[src/rtl/mem_ctrl.sv]
// Request-side master for a synchronous 8x32 memory.
// Requests are queued in a small FIFO and issued one at a time. Read data is returned on a response port.
module mem_ctrl #(
  parameter int DATA_W     = 8,
  parameter int ADDR_W     = 5,
  parameter int FIFO_DEPTH = 4
) (
  input  logic              clk,
  input  logic              rst,
  input  logic              req_valid,
  output logic              req_ready,
  input  logic              req_write,
  input  logic [ADDR_W-1:0] req_addr,
  input  logic [DATA_W-1:0] req_wdata,
  output logic              rsp_valid,
  input  logic              rsp_ready,
  output logic [DATA_W-1:0] rsp_data,
  output logic [ADDR_W-1:0] rsp_addr,
  output logic [ADDR_W-1:0] mem_addr,
  output logic [DATA_W-1:0] mem_wdata,
  input  logic [DATA_W-1:0] mem_rdata,
  output logic              mem_read,
  output logic              mem_write,
  output logic              busy
);

  localparam int PTR_W = $clog2(FIFO_DEPTH);
  localparam int CNT_W = PTR_W + 1;

  typedef enum logic [2:0] {IDLE, WRITE, READ, RWAIT, RESP} state_t;

  // FIFO storage carries no reset; only the pointers and count define its contents.
  logic              fifo_wr_mem   [FIFO_DEPTH];
  logic [ADDR_W-1:0] fifo_addr_mem [FIFO_DEPTH];
  logic [DATA_W-1:0] fifo_data_mem [FIFO_DEPTH];

  logic [PTR_W-1:0]  wr_ptr_q, wr_ptr_d;
  logic [PTR_W-1:0]  rd_ptr_q, rd_ptr_d;
  logic [CNT_W-1:0]  count_q, count_d;

  state_t            state_q, state_d;
  logic [ADDR_W-1:0] mem_addr_q, mem_addr_d;
  logic [DATA_W-1:0] mem_wdata_q, mem_wdata_d;
  logic              mem_read_q, mem_read_d;
  logic              mem_write_q, mem_write_d;
  logic              rsp_valid_q, rsp_valid_d;
  logic [DATA_W-1:0] rsp_data_q, rsp_data_d;
  logic [ADDR_W-1:0] rsp_addr_q, rsp_addr_d;

  logic              push;
  logic              pop;
  logic              head_write;
  logic [ADDR_W-1:0] head_addr;
  logic [DATA_W-1:0] head_data;

  assign req_ready  = (count_q != CNT_W'(FIFO_DEPTH));
  assign push       = req_valid & req_ready;
  assign head_write = fifo_wr_mem[rd_ptr_q];
  assign head_addr  = fifo_addr_mem[rd_ptr_q];
  assign head_data  = fifo_data_mem[rd_ptr_q];

  always_ff @(posedge clk) begin
    if (push) begin
      fifo_wr_mem[wr_ptr_q]   <= req_write;
      fifo_addr_mem[wr_ptr_q] <= req_addr;
      fifo_data_mem[wr_ptr_q] <= req_wdata;
    end
  end

  always_comb begin
    state_d     = state_q;
    mem_addr_d  = mem_addr_q;
    mem_wdata_d = mem_wdata_q;
    mem_read_d  = mem_read_q;
    mem_write_d = mem_write_q;
    rsp_valid_d = rsp_valid_q;
    rsp_data_d  = rsp_data_q;
    rsp_addr_d  = rsp_addr_q;
    pop         = 1'b0;
    case (state_q)
      IDLE: begin
        if (count_q != '0) begin
          pop        = 1'b1;
          mem_addr_d = head_addr;
          if (head_write) begin
            mem_wdata_d = head_data;
            mem_write_d = 1'b1;
            state_d     = WRITE;
          end else begin
            mem_read_d = 1'b1;
            state_d    = READ;
          end
        end
      end
      WRITE: begin
        mem_write_d = 1'b0;
        state_d     = IDLE;
      end
      READ: begin
        mem_read_d = 1'b0;
        state_d    = RWAIT;
      end
      RWAIT: begin
        // memory output register now holds the addressed word
        rsp_data_d  = mem_rdata;
        rsp_addr_d  = mem_addr_q;
        rsp_valid_d = 1'b1;
        state_d     = RESP;
      end
      RESP: begin
        if (rsp_ready) begin
          rsp_valid_d = 1'b0;
          state_d     = IDLE;
        end
      end
      default: state_d = IDLE;
    endcase
  end

  always_comb begin
    wr_ptr_d = push ? wr_ptr_q + PTR_W'(1) : wr_ptr_q;
    rd_ptr_d = pop ? rd_ptr_q + PTR_W'(1) : rd_ptr_q;
    count_d  = count_q + CNT_W'(push) - CNT_W'(pop);
  end

  always_ff @(posedge clk or posedge rst) begin
    if (rst) begin
      wr_ptr_q    <= '0;
      rd_ptr_q    <= '0;
      count_q     <= '0;
      state_q     <= IDLE;
      mem_addr_q  <= '0;
      mem_wdata_q <= '0;
      mem_read_q  <= 1'b0;
      mem_write_q <= 1'b0;
      rsp_valid_q <= 1'b0;
      rsp_data_q  <= '0;
      rsp_addr_q  <= '0;
    end else begin
      wr_ptr_q    <= wr_ptr_d;
      rd_ptr_q    <= rd_ptr_d;
      count_q     <= count_d;
      state_q     <= state_d;
      mem_addr_q  <= mem_addr_d;
      mem_wdata_q <= mem_wdata_d;
      mem_read_q  <= mem_read_d;
      mem_write_q <= mem_write_d;
      rsp_valid_q <= rsp_valid_d;
      rsp_data_q  <= rsp_data_d;
      rsp_addr_q  <= rsp_addr_d;
    end
  end

  assign mem_addr  = mem_addr_q;
  assign mem_wdata = mem_wdata_q;
  assign mem_read  = mem_read_q;
  assign mem_write = mem_write_q;
  assign rsp_valid = rsp_valid_q;
  assign rsp_data  = rsp_data_q;
  assign rsp_addr  = rsp_addr_q;
  assign busy      = (count_q != '0) | (state_q != IDLE);

endmodule

[config.mk]
export PLATFORM = sky130hd
export DESIGN_NAME = mem_ctrl
export DESIGN_NICKNAME = d
export VERILOG_FILES = /design/src/rtl/mem_ctrl.sv
export SDC_FILE = /design/constraint.sdc
export NUM_CORES = 1
export LEC_CHECK = 0
export CORE_ASPECT_RATIO = 1.4
export CORE_MARGIN = 5
export CORE_UTILIZATION = 56
export CTS_CLUSTER_DIAMETER = 120
export DETAILED_ROUTE_END_ITERATION = 10
export GPL_TIMING_DRIVEN = 0
export PLACE_DENSITY_LB_ADDON = 0.3
export SYNTH_ARGS = -nofsm -noshare
export SYNTH_HDL_FRONTEND = slang
export SYNTH_SLANG_ARGS = --single-unit
export TNS_END_PERCENT = 100
[constraint.sdc]
create_clock -name clk -period 4.74 [get_ports clk]
set_input_delay 1.185 -clock clk [delete_from_list [all_inputs] [get_ports clk]]
set_output_delay 1.185 -clock clk [all_outputs]
set_load 0.01 [all_outputs]
Word-level counts from Yosys, hierarchy flattened
Memories as Yosys holds them, arrays and structs flattened. A register that Yosys moved wholly into a read port is not among the register bits.
Index checks and enable logic that the tools add are counted.
{"block": "totals", "regBits": 26, "output_inout_bits": 31, "wordCells": 55, "inputBits": 26, "ram_bits": 56, "mem_count": 3}
{"block": "classes", "n_mux": 16, "n_bitwise": 2, "n_eq_ne": 9, "n_reduce_logical": 12, "addsub": 4}
{"memory": "fifo_data_mem", "depth": 4, "word_bits": 8, "read_ports": 1, "rd_clocked_by_memory_dff": 1, "wr": 1, "line_no": "35", "text": "logic [DATA_W-1:0] fifo_data_mem [FIFO_DEPTH];"}
{"memory": "fifo_addr_mem", "depth": 4, "word_bits": 5, "read_ports": 1, "rd_clocked_by_memory_dff": 1, "wr": 1, "line_no": "34", "text": "logic [ADDR_W-1:0] fifo_addr_mem [FIFO_DEPTH];"}
{"memory": "fifo_wr_mem", "depth": 4, "word_bits": 1, "read_ports": 1, "rd_clocked_by_memory_dff": 0, "wr": 1, "line_no": "33", "text": "logic fifo_wr_mem [FIFO_DEPTH];"}
{"operator": "3-bit case mux with 4 select lines", "n": 1}
{"operator": "1-bit two-way mux", "n": 9}
{"operator": "3-bit AND reduction", "n": 3}
{"operator": "2-bit inequality test, second input constant", "n": 4}
{"operator": "3-bit by 2-bit == test with 1-bit output, second input constant", "n": 2}
{"operator": "3-bit two-way mux", "n": 2}
{"operator": "1-bit case mux with 2 select lines", "n": 3}
{"operator": "2-bit AND reduction", "n": 3}
{"operator": "2-bit nonzero test", "n": 3}
{"operator": "3-bit nonzero test", "n": 2}
{"operator": "2-bit by 1-bit adder with 2-bit output, second input constant", "n": 2}
{"operator": "3-bit by 1-bit adder with 3-bit output", "n": 1}
{"operator": "3-bit by 1-bit == test with 1-bit output, second input constant", "n": 1}
{"operator": "3-bit == test, second input constant", "n": 1}
{"operator": "3-bit zero test", "n": 1}
{"operator": "3-bit inequality test, second input constant", "n": 1}
{"operator": "3-bit by 1-bit subtractor with 3-bit output", "n": 1}
{"operator": "2-bit two-way mux", "n": 1}
{"operator": "1-bit AND", "n": 1}
{"operator": "1-bit bitwise OR", "n": 1}

Depth between registers and ports, before layout
{"block": "depth", "ltp_word": 4, "mapped_depth": 11, "ltp_nobuf": 10}

Worst setup path after synthesis
No wires, ideal clock.
{"block": "synth_path", "path_type": "in2reg", "startpoint": "input port req_valid", "endpoint": "register count_q[2]", "stages": 9, "n_path_buf": 0, "arrival_ps": 2548, "setup_slack_ps": 2112, "setup_time_ps": 80, "t_required_ps": 4660, "cell_sequence": "and2_1 -> inv_1 -> ha_1 -> inv_1 -> ha_1 -> inv_1 -> fa_1 -> xnor2_1 -> xnor2_1"}
{"block": "synth_between", "elab_chain_len": 3}
{"item": "start: declaration", "line_no": "10", "text": "input logic req_valid,"}
{"item": "1-bit AND", "line_no": "57", "text": "assign push = req_valid & req_ready;"}
{"item": "3-bit by 1-bit adder with 3-bit output", "line_no": "123", "text": "count_d = count_q + CNT_W'(push) - CNT_W'(pop);"}
{"item": "3-bit by 1-bit subtractor with 3-bit output", "line_no": "123"}
{"item": "named net count_d[2]", "line_no": "39", "text": "logic [CNT_W-1:0] count_q, count_d;"}
{"item": "end signal: assignment", "line_no": "142", "text": "count_q <= count_d;"}
{"item": "end: declaration", "line_no": "39"}
The timed path passes the listed nets, and every way through them passes these cells.
A chain may end at the register's enable or synchronous reset.

Worst setup path after layout
{"block": "layout_path", "startpoint": "register state_q[2]", "endpoint": "output port busy"}
{"block": "layout_between", "elab_chain_len": 2}
{"item": "start: declaration", "line_no": "41", "text": "state_t state_q, state_d;"}
{"item": "start signal: assignment", "line_no": "143", "text": "state_q <= state_d;"}
{"item": "3-bit nonzero test", "line_no": "161", "text": "assign busy = (count_q != '0) | (state_q != IDLE);"}
{"item": "1-bit bitwise OR", "line_no": "161"}
{"item": "end: declaration", "line_no": "24", "text": "output logic busy"}
Every way passes these cells.

==> summary.txt <==
Outcome = finished, final reports clean
Tcrit/Tclk final = 64.84%
Critical path type = reg -> out
Initial Util = 56.86%
CP startpoint kind = register
Dpl hpwl = 4000 um
Critical path endpoint category = output pin
DR vias = 1900
CTS max path bufs = 2
Largest net degree at the start of global routing = 40
Seq/Total Area, Yosys = 71.64%
Pre-antenna DRT Iters = 4
Worst path arrival time = 1.89 ns
Layout cells sized above 1 = 21.72%
Routed Antenna Nets = 0
GRT Max-Usage Layer = met2
Synth warnings = 0
Area grow syn2layout = 23.44%
First-pass GRT wire length = 9542 um
Avg Synthesized Cell Area = 19.02 um^2
Die X = 78.79 um
Post-synth EDFFs = 56
Via/cell ratio = 5.572
Vias in the first global route = 1890
RSZ-0062 raised after global routing = false
Layout Nets = 295
WL/cell = 17.83 um
Iteration-0 DRC Markers = 103
Fin util = 70.18%
Gr usage total = 15.47%
Total gr overflow = 0
Slew Limit Fails = 0
Root buffer cell = clkbuf_8
Clock slew at reported path FFs = 0.08 ns
Antenna fix cells = 0
Total CTS buffers = 9
Power per cell area = 663.7 nW/um^2
Hold_ws = 0.5065 ns
RePlAce Congestion = 0.7292
Seq cells post-synth = 95
Pwr Total = 0.003039 W
CP max FO = 8
CTS Sinks = 95
GRT met1 Usage = 19.04%
Grt met2 use = 25.21%
Final setup fails = 0
Post-CTS setup buffers = 0
Core ar. = 6525 um^2
Buffers on Ports = 56
Async SR Flop Fraction = 41.05%
Worst-path cell chain = clkbuf_1, nor3_4, nand2_1, clkdlybuf4s50_1
Hold Fails Final Rpt = 0
Die ar. = 8376 um^2
Setup Skew = 0.01145 ns
# DRC = 0
Cells after Synth = 195
Measured slew at the worst slew-check pin = 0.8176 ns
Slowest-stage cell, CP = clkdlybuf4s50_1
CTS tree = built
FMAX = 325.4 MHz
Clock latency on the worst-skew pair = 0.35 ns
Net Count, Synth = 228
Rows = 35
Final WL = 6080 um
HP Class = reg -> reg
Max-cap violations = 0
Initial antenna violation count = 0
Placed cell area = 4363 um^2
Cts repair resizes = 0
Peak VDD IR = 0.3493 mV
Tmin final = 3.073 ns
IO Pins = 57
Height of the die = 106.3 um
Hold_buf cts = 0
P_leak = 1.734 nW
Setup TNS Final = 0 ns
CTS HTree Levels = 3
Fin area = 4579 um^2
Post-synth cell types = 30
Met3 Resource Use GR = 3.898%
Main flop type after synthesis = edfxtp_1
Worst path max stage delay = 0.51 ns
Crit path required time = 3.56 ns
Synth Cell Area = 3710 um^2
Slew HR = 45.41%
## cell type report
cell class	instances	area (um^2)
clock inverters	3	67.56
well taps	74	92.59
repair buffers	56	560.5
inverters	9	33.78
clock buffers	13	148.9
plain buffers	8	48.80
flip-flops and latches	95	2658
fillers	425	1946
multi-input cells	83	969.7
## worst max-delay path, delay by kind of cell (launching register included)
| kind | cells | cell delay, ns |
|---|---|---|
| buffers and inverters | 2 | 0.73 |
| and+or+nand+nor | 2 | 0.44 |
| DFF | 1 | 0.37 |
## synthesized netlist by cell type, types with 2 or more instances
library cell  instances  area (um^2)
a21oi_1               4        20.02
and3_1                4        25.02
buf_2                 3        15.01
buf_6                 2        22.52
clkbuf_1              3        11.26
dfrtp_1              39        975.9
edfxtp_1             56         1682
ha_1                  6        75.07
inv_1                 9        33.78
mux2_2               27        304.0
mux4_1                5        131.4
mux4_2                9        202.7
nand2_1               2        7.510
nand3_1               2        10.01
nor2_1                4        15.01
nor3_1                2        10.01
xnor2_1               5        43.79
## cell usage in the layout, fill, tap and decap left out, types with 3 or more instances in the layout
cell type and n:
and3_1 4, mux4_2 9, xnor2_1 5, mux4_1 5, ha_1 6, clkbuf_1 6, mux2_2 27, clkbuf_8 10
dfrtp_1 39, edfxtp_1 56, nor2_1 4, clkdlybuf4s50_1 56, a21oi_1 4, inv_1 8, buf_2 3
## kinds of logic (layout without fill, tap and decap cells)
family,Yosys count,count (layout),share of synthesized area (%)
DFF,95,95,71.64
muxes,41,41,17.20
and+or+nand+nor,22,22,3.845
buffers and inverters,17,89,2.226
AOI/OAI and AO/OA,8,8,1.349
adders and majority gates,7,7,2.563
xor gates and xnor gates,5,5,1.180
## worst paths after layout
path	start	end	slack, ns	depth (start not counted)
worst max-delay path	state_q[2]$_DFFE_PP0P_	busy	1.67	4
worst min-delay path	rsp_data[2]$_DFFE_PP0P_	rsp_data[2]$_DFFE_PP0P_	0.51	1
worst max register to register	count_q[1]$_DFF_PP0_	count_q[2]$_DFF_PP0_	2.15	11
worst min register to register	rsp_data[2]$_DFFE_PP0P_	rsp_data[2]$_DFFE_PP0P_	0.51	1
max in group asynchronous	rst	mem_wdata[7]$_DFFE_PP0P_	2.90	2
min in group asynchronous	rst	rsp_data[7]$_DFFE_PP0P_	1.31	2
## flip-flops by register name (all words and copies together) (netlist names), 2 cells and up
signal and count:
fifo_data_mem 32, fifo_addr_mem 20, mem_wdata 8, rsp_data 8, mem_addr 5, rsp_addr 5
fifo_wr_mem 4, count_q 3, state_q 3, rd_ptr_q 2, wr_ptr_q 2
## metal layers
layer | share of wire, % | vias to the layer above
met5 | 0 | -
met4 | 1.9 | 0
li1 | - | 876
met2 | 51 | 60
met1 | 41 | 956
met3 | 6.2 | 8
## per-stage QoR
step,worst slack (ns),instances
3_5_place_dp,1.414,325
2_1_floorplan,2.112,195
6_report,1.667,341
3_3_place_gp,1.459,325
4_1_cts,1.643,341
5_1_grt,1.584,341
## where the power goes
part	switching (W)	internal, W	leakage (nW)	total, W
Sequential	0.000126	0.00117	0.973	0.00129
Clock	0.000257	0.000313	0.104	0.000570
Combinational	0.000514	0.000664	0.657	0.00118
Total	0.000896	0.00214	1.73	0.00304
No activity file was read; power rests on OpenSTA's default activity.
